**config.mk**
```make
export PLATFORM = sky130hd
export DESIGN_NAME = hazard_stall_unit
export DESIGN_NICKNAME = d
export VERILOG_FILES = /design/src/rtl/hazard_stall_unit_pkg.sv /design/src/rtl/hazard_stall_unit_load_use_detect.sv /design/src/rtl/hazard_stall_unit.sv
export SDC_FILE = /design/constraint.sdc
export NUM_CORES = 1
export LEC_CHECK = 0
export ABC_AREA = 1
export BUFFER_PORTS_ARGS = -buffer_cell sky130_fd_sc_hd__buf_4
export CAP_MARGIN = 20
export CORE_MARGIN = 4
export CORE_UTILIZATION = 40
export DETAILED_ROUTE_END_ITERATION = 10
export MAX_ROUTING_LAYER = met4
export PLACE_DENSITY = 0.58
export REMOVE_ABC_BUFFERS = 1
export SLEW_MARGIN = 20
export SYNTH_ARGS = -nofsm -noshare
export SYNTH_HDL_FRONTEND = slang
export SYNTH_SLANG_ARGS = --single-unit
```
**constraint.sdc**
```tcl
create_clock -name clk -period 2.3 [get_ports clk]
set_input_delay 0.46 -clock clk [delete_from_list [all_inputs] [get_ports clk]]
set_output_delay 0.46 -clock clk [all_outputs]
set_load 0.01 [all_outputs]
```
**src/rtl/hazard_stall_unit_pkg.sv**
```systemverilog
// Shared definitions for the hazard stall/flush controller.
//   stallState_t : FSM state encodings
//   REG_ZERO     : architectural zero register, never a hazard source
package hazard_stall_unit_pkg;

    typedef enum logic [1:0] {
        RUN        = 2'd0,
        LOAD_STALL = 2'd1,
        MEM_WAIT   = 2'd2
    } stallState_t;

    localparam logic [4:0] REG_ZERO = 5'd0;

endpackage

```
**src/rtl/hazard_stall_unit_load_use_detect.sv**
```systemverilog
// Purely combinational load-use hazard compare.
// Ports:
//   idExMemRead  in  1  instruction in EX is a load
//   idExRt       in  5  load destination register
//   ifIdRs       in  5  ID source rs
//   ifIdRt       in  5  ID source rt
//   ifIdUsesRt   in  1  ID instruction actually reads rt
//   loadUse      out 1  ID instruction needs the load result next cycle
module load_use_detect
    import hazard_stall_unit_pkg::*;
(
    input  logic       idExMemRead,
    input  logic [4:0] idExRt,
    input  logic [4:0] ifIdRs,
    input  logic [4:0] ifIdRt,
    input  logic       ifIdUsesRt,
    output logic       loadUse
);

    // rt only counts when the ID instruction really reads it, otherwise an
    // I-type destination field would cause false stalls.
    assign loadUse = idExMemRead && (idExRt != REG_ZERO) &&
                     ((idExRt == ifIdRs) || (ifIdUsesRt && (idExRt == ifIdRt)));

endmodule

```
**src/rtl/hazard_stall_unit.sv**
```systemverilog
// Stall/flush controller for the hazards forwarding cannot resolve:
// load-use bubbles, data-memory wait freezes and taken-branch flushes.
// Ports:
//   clk, rst_n           clock and synchronous active-low reset
//   ID_EX_MemRead/RegisterRt, IF_ID_RegisterRs/Rt, IF_ID_UsesRt : load-use inputs
//   EX_MEM_MemReq, mem_ready : data memory handshake
//   branch_taken         branch resolved taken in EX
//   pc_write, IF_ID_Write     front-end enables
//   ID_EX_Bubble, IF_ID_Flush controls for bubble insertion / squash
//   pipe_freeze          hold ID/EX, EX/MEM, MEM/WB
//   mem_timeout          sticky, memory wait exceeded MAX_WAIT cycles
//   stall_count          saturating count of cycles with pc_write low
//
// state      | meaning
// RUN        | normal flow; may start a freeze, flush or load-use stall
// LOAD_STALL | single bubble cycle after a load-use hit
// MEM_WAIT   | pipeline frozen until mem_ready
module hazard_stall_unit
    import hazard_stall_unit_pkg::*;
#(
    parameter int CNT_W    = 32,
    parameter int MAX_WAIT = 16
)
(
    input  logic             clk,
    input  logic             rst_n,
    input  logic             ID_EX_MemRead,
    input  logic [4:0]       ID_EX_RegisterRt,
    input  logic [4:0]       IF_ID_RegisterRs,
    input  logic [4:0]       IF_ID_RegisterRt,
    input  logic             IF_ID_UsesRt,
    input  logic             EX_MEM_MemReq,
    input  logic             mem_ready,
    input  logic             branch_taken,
    output logic             pc_write,
    output logic             IF_ID_Write,
    output logic             ID_EX_Bubble,
    output logic             IF_ID_Flush,
    output logic             pipe_freeze,
    output logic             mem_timeout,
    output logic [CNT_W-1:0] stall_count
);

    localparam int WAIT_W = $clog2(MAX_WAIT + 1);
    localparam logic [WAIT_W-1:0] WAIT_MAX = WAIT_W'(MAX_WAIT);

    stallState_t       stateQ, stateD;
    logic [WAIT_W-1:0] waitCntQ, waitCntD;
    logic              brPendQ, brPendD;
    logic              timeoutQ, timeoutD;
    logic [CNT_W-1:0]  stallCntQ;

    logic loadUse;
    logic memStall;
    logic branchEff;
    logic pcWr, ifIdWr, bubble, flush, freeze;

    load_use_detect uLoadUse (
        .idExMemRead (ID_EX_MemRead),
        .idExRt      (ID_EX_RegisterRt),
        .ifIdRs      (IF_ID_RegisterRs),
        .ifIdRt      (IF_ID_RegisterRt),
        .ifIdUsesRt  (IF_ID_UsesRt),
        .loadUse     (loadUse)
    );

    assign memStall  = EX_MEM_MemReq && !mem_ready;
    // A branch that arrived together with a freeze is replayed as a flush
    // in the first unfrozen cycle.
    assign branchEff = branch_taken || brPendQ;

    always_comb begin
        stateD   = stateQ;
        waitCntD = waitCntQ;
        brPendD  = brPendQ;
        timeoutD = timeoutQ;
        pcWr     = 1'b1;
        ifIdWr   = 1'b1;
        bubble   = 1'b0;
        flush    = 1'b0;
        freeze   = 1'b0;

        case (stateQ)
            RUN, LOAD_STALL: begin
                if (memStall) begin
                    freeze   = 1'b1;
                    pcWr     = 1'b0;
                    ifIdWr   = 1'b0;
                    brPendD  = branchEff;
                    waitCntD = '0;
                    stateD   = MEM_WAIT;
                end else if (branchEff) begin
                    // Squashes any load-use victim, so no stall is needed.
                    flush   = 1'b1;
                    bubble  = 1'b1;
                    brPendD = 1'b0;
                    stateD  = RUN;
                end else if ((stateQ == RUN) && loadUse) begin
                    pcWr   = 1'b0;
                    ifIdWr = 1'b0;
                    bubble = 1'b1;
                    stateD = LOAD_STALL;
                end else begin
                    stateD = RUN;
                end
            end

            MEM_WAIT: begin
                freeze = 1'b1;
                pcWr   = 1'b0;
                ifIdWr = 1'b0;
                if (mem_ready) begin
                    waitCntD = '0;
                    stateD   = RUN;
                end else begin
                    if (waitCntQ != WAIT_MAX) begin
                        waitCntD = waitCntQ + 1'b1;
                    end
                    timeoutD = timeoutQ || (waitCntD == WAIT_MAX);
                end
            end

            default: begin
                stateD = RUN;
            end
        endcase
    end

    always_ff @(posedge clk) begin
        if (!rst_n) begin
            stateQ    <= RUN;
            waitCntQ  <= '0;
            brPendQ   <= 1'b0;
            timeoutQ  <= 1'b0;
            stallCntQ <= '0;
        end else begin
            stateQ   <= stateD;
            waitCntQ <= waitCntD;
            brPendQ  <= brPendD;
            timeoutQ <= timeoutD;
            if (!pcWr && (stallCntQ != '1)) begin
                stallCntQ <= stallCntQ + 1'b1;
            end
        end
    end

    // While reset is held the front end runs freely and everything else is
    // quiet, independent of whatever the registers hold before the edge.
    assign pc_write     = rst_n ? pcWr   : 1'b1;
    assign IF_ID_Write  = rst_n ? ifIdWr : 1'b1;
    assign ID_EX_Bubble = rst_n && bubble;
    assign IF_ID_Flush  = rst_n && flush;
    assign pipe_freeze  = rst_n && freeze;
    assign mem_timeout  = rst_n && timeoutQ;
    assign stall_count  = rst_n ? stallCntQ : '0;

endmodule
```
Yosys cells after proc, flatten, opt, wreduce, memory -nomap -nowiden
Cells that the tools add are included.
Storage, ports and cells
  logic and storage cells: 68
  bits in registers: 41
  input port bits: 22
Operators by class
  reduce and logical (&&, ||, !) cells: 23
  equality and inequality tests: 9
  bitwise operators: 1
  mux-type cells: 28
  add/sub/neg operators: 2
Operators by type and width (number)
  32-bit by 1-bit adder with 32-bit output (second input constant): 1
  32-bit 2-to-1 mux: 1
  32-bit inequality test (second input constant): 1
  5-bit 2-to-1 mux: 5
  1-bit 2-to-1 mux: 16
  5-bit equality test: 2
  1-bit logical AND: 10
  5-bit one-hot mux with 2 select lines: 1
  2-bit AND reduction: 3
  5-bit by 1-bit adder with 5-bit output (second input constant): 1
  5-bit equality test (second input constant): 1
  5-bit inequality test (second input constant): 1
  5-bit nonzero test: 1
  2-bit 2-to-1 mux: 2
  2-bit inequality test (second input constant): 2
  1-bit one-hot mux with 2 select lines: 2
  2-bit one-hot mux with 2 select lines: 1
  2-bit nonzero test: 2
  1-bit logical OR: 3
  2-bit by 1-bit equality test with 1-bit output (second input constant): 1
  2-bit equality test (second input constant): 1
  1-bit zero test: 2
  2-bit zero test: 1
  2-bit OR reduction: 1
  1-bit NOT: 1

Longest topological paths before layout
  word-level depth: 11
  gate-level depth with buffers: 13
  mapped depth without buffers: 12

Modules after synthesis
A second synthesis with hierarchy kept.
Second synthesis, totals
  cells, all modules: 549
  area, all modules: 3050.4 µm²
Modules (own cells, without submodules)
  hazard_stall_unit: times used 1, sequential area each 820.8 µm², area each 2844.0 µm², cells an instance 497
  load_use_detect: times used 1, sequential area each 0.0 µm², area each 206.4 µm², cells an instance 52

Worst setup path after synthesis
Ideal clock, no wire load.
  kind: input to output
  start: input ID_EX_RegisterRt[4]
  end: output pc_write
  buffers on the path: 2
  arrival time: 1.505 ns
  cell stages on the path: 11
  slack: 0.335 ns
  cell sequence: inv_1 -> nand2_1 -> nand2_1 -> nor2_1 -> nand3_1 -> nand2_1 -> nand3_1 -> nand2_1 -> buf_2 -> nand2_1 -> buf_4
On the way
  longest elaborated chain between the ends: 10
Ends and longest elaborated chain
  from (decl): RTL line hazard_stall_unit.sv:28  | input logic [4:0] ID_EX_RegisterRt,
  5-bit equality test: RTL line hazard_stall_unit_load_use_detect.sv:23  | ((idExRt == ifIdRs) || (ifIdUsesRt && (idExRt == ifIdRt)));
  1-bit logical AND: RTL line hazard_stall_unit_load_use_detect.sv:23
  1-bit logical OR: RTL line hazard_stall_unit_load_use_detect.sv:23
  1-bit logical AND *: RTL line hazard_stall_unit_load_use_detect.sv:22  | assign loadUse = idExMemRead && (idExRt != REG_ZERO) &&
  1-bit logical AND *: RTL line hazard_stall_unit.sv:98  | end else if ((stateQ == RUN) && loadUse) begin
  1-bit 2-to-1 mux * (3 in a row)
  1-bit one-hot mux with 2 select lines *
  1-bit 2-to-1 mux *
  to (decl): RTL line hazard_stall_unit.sv:35  | output logic pc_write,
Every way passes the cells marked *; elsewhere a longest branch is shown, timed or not.

Worst setup path after layout
  start: register stateQ[1]
  end: output IF_ID_Write
On the way
  longest elaborated chain between the ends: 7
Ends and longest elaborated chain
  from (decl): RTL line hazard_stall_unit.sv:47  | stallState_t stateQ, stateD;
  from (signal assigned): RTL line hazard_stall_unit.sv:137  | stateQ <= stateD;
  2-bit zero test: RTL line hazard_stall_unit.sv:83, hazard_stall_unit.sv:98
  1-bit logical AND: RTL line hazard_stall_unit.sv:98
  1-bit 2-to-1 mux: RTL line hazard_stall_unit.sv:98
  1-bit 2-to-1 mux: RTL line hazard_stall_unit.sv:92  | end else if (branchEff) begin
  1-bit 2-to-1 mux: RTL line hazard_stall_unit.sv:85  | if (memStall) begin
  1-bit one-hot mux with 2 select lines *: RTL line hazard_stall_unit.sv:83  | case (stateQ)
  1-bit 2-to-1 mux *: RTL line hazard_stall_unit.sv:150  | assign IF_ID_Write = rst_n ? ifIdWr : 1'b1;
  to (decl): RTL line hazard_stall_unit.sv:36  | output logic IF_ID_Write,
Marked as above.

==> flow_summary.yaml <==
timing:
  slew_viol_final: 0
  rsz0062_at_grt: "no"
  maxSlewHeadroom: 0.703
  hold_viol: 0
  fin_ws_ns: 0.282
  fin_crit_ns: 2.02
  tightest_slew_ns: 0.445
  setup_violations: 0
  fmax_mhz: 495
  finClkSkew_ns: 0.00825
  finalCritPeriodShare: 0.878
worst_setup_path:
  crit_path_frequent_cell: "nand2_1"
  critical_path_class: "reg2out"
  start_kind: "flop"
  cp-end-kind: "output port"
  rrSetupSlack_ns: 0.30
  path_cells: "inv_1 -> nand2_1 -> nand2_1 -> inv_1 -> nand2_1 -> nand2_1 -> buf_4"
  path_depth: 7
  cpMaxStageDelayCell: "dfxtp_1"
  arrival_ns: 1.56
  r2r_cells: 9
  cp_slowest_stage_delay_ns: 0.37
  crit_path_max_fanout: 7
  path_buf_inv: 3
  path_delay_family: "simple AND/OR/NAND/NOR gates"
  worstPathRequired_ns: 1.84
drt:
  first_pass_iters: 4
  drtAntennaViolNets: 0
  drc_errors: 0
  first_iter_violations: 177
  vias_per_cell: 4.64
  vias: 3208
  routed_wl_um: 7820
  wl_per_cell_um: 11.3
clocking:
  root_buffer: "clkbuf_8"
  postCtsSetupRepairBufs: 0
  cts-resized-gates: 0
  cts.sinks: 41
  cts_buffer_depth: 2
  hold_buffers: 0
  clk_latency_ns: 0.30
  clk_pin_slew_worst_paths_ns: 0.09
  cts_tree: "yes"
  h-tree-depth: 2
  numCtsBuffers: 5
yosys:
  ys_ff_latch: 41
  synth_cells: 538
  synth_top_family_by_area: "simple AND/OR/NAND/NOR gates"
  yosysUniqueCellTypes: 28
  ys_seq_area_frac: 0.267
  syn_area_per_cell_um2: 5.71
  synthXorXnorAreaFrac: 0.0542
  synthSimpleGateAreaFrac: 0.464
  synthMuxAreaShare: 0
  ys.warnings.count: 0
  synthAdderAreaFrac: 0.0122
  synth_compound_area_frac: 0.0676
  syn_area_um2: 3070
grt:
  antenna_found_initial: 0
  grt_pass1_wl_um: 13700
  first_global_vias: 2975
  grt_max_degree: 45
  overflow: 0
  grt.total_usage: 0.189
layout:
  utilization: 0.507
  synthToLayoutAreaGrowth_pct: 21.8
  finalInstanceArea_um2: 3740
  num_antenna_cells: 0
  nets: 617
  layout-drive-gt1-share: 0.145
  stdcell_count: 692
power_and_ir_drop:
  pwr_density_cell_nw_per_um2: 429
  vdd_drop_max_mv: 0.308
  leakage_nw: 1.93
floorplan:
  core_um2: 7370
  die_x_um: 95.6
  start_util: 0.417
  die_height_um: 95.6
  io_pins: 60
  row_count: 31
  dieArea_um2: 9140
flow_run:
  drv_cap: 0
hold_path:
  hold_class: "in2reg"
  min_path_cells: 4
place:
  routabilityCongestion: 0.912
  dp_slack_ns: 0.323
  io_buffers: 59
  dpl_cell_area_um2: 3600
  hpwl_um: 5900
  placedCellCount: 684
status:
  status: "completed"
## worst paths after layout
path | startpoint | to
worst max-delay path | stateQ[1] | IF_ID_Write
worst min-delay path | branch_taken | stateQ[0]
worst max register to register | stallCntQ[1] | stallCntQ[11]
worst min register to register | timeoutQ | timeoutQ
## registers in the layout, summed over array words and instances, names as in the netlist
name and count:
brPendQ 1, stallCntQ 32, stateQ 2, timeoutQ 1, waitCntQ 5
## stage by stage
step,total power [W],hold WS (ns),TNS (ns)
floorplan,0.000826,0.419,-0.0853
global placement,0.000915,0.435,0
detailed placement,0.000918,0.439,0
CTS,0.00162,0.456,0
global route,0.00167,0.472,0
finish,0.00160,0.458,0
## area by class of cell
class / instances / area, um^2
inverters: 84 / 315
multi-input cells: 394 / 1840
clock inverters: 3 / 65.1
flip-flops and latches: 41 / 821
well taps: 99 / 124
fillers: 815 / 3630
repair buffers: 66 / 508
clock buffers: 5 / 68.8
## cells by family (layout without fill, tap and decap cells)
group,after synthesis,after routing
xor gates and xnor gates,19,19
DFF,41,41
and+or+nand+nor,331,331
adders and majority gates,3,3
buffers and inverters,103,158
AOI/OAI and AO/OA,41,41
## report_power, final
group	leakage [nW]	switching [W]	internal, W
combinational	1.53	0.000111	0.0000672
clock	0.0681	0.000272	0.000432
sequential	0.331	0.00000532	0.000715
total	1.93	0.000389	0.00121
## metal layers
layer  GRT usage  wire [um]
met2       0.296       3430
met5           -          0
met4      0.0355         59
met3      0.0260        448
met1       0.262       3880
## cell usage after synthesis
library cell / count / share of area
xnor2_1: 6 / 0.017
ha_1: 3 / 0.012
o31ai_1: 1 / 0.0024
nor3_1: 3 / 0.0049
dfxtp_1: 41 / 0.27
buf_6: 2 / 0.0073
a21oi_1: 38 / 0.062
nand2_1: 180 / 0.22
inv_2: 2 / 0.0024
nor2_1: 72 / 0.088
nand2_2: 3 / 0.0061
o21ai_0: 2 / 0.0033
inv_1: 81 / 0.099
nor4_1: 1 / 0.0020
nor2_8: 1 / 0.0065
clkbuf_1: 10 / 0.012
xor2_1: 13 / 0.037
nand2_4: 1 / 0.0037
nand4_1: 10 / 0.020
nand3_1: 49 / 0.080
nand3b_1: 6 / 0.015
nor2_2: 2 / 0.0041
nor3_2: 1 / 0.0033
buf_2: 6 / 0.0098
nand4_4: 1 / 0.0069
buf_4: 1 / 0.0024
nor2_4: 1 / 0.0037
clkinv_1: 1 / 0.0012
## worst min-delay path: stages
cell	delay [ns]
buf_4	0.08
nor2_1	0.07
nand2_1	0.07
nor4_1	0.04
## layout by cell type, fill, tap and decap left out, types with 6 or more instances in the layout
cell type,instances
buf_4,65
xnor2_1,6
inv_1,81
dfxtp_1,41
nand4_1,10
nor2_1,72
nand2_1,180
nand3_1,49
nand3b_1,6
a21oi_1,38
xor2_1,13
(Power assumes the default switching activity.)
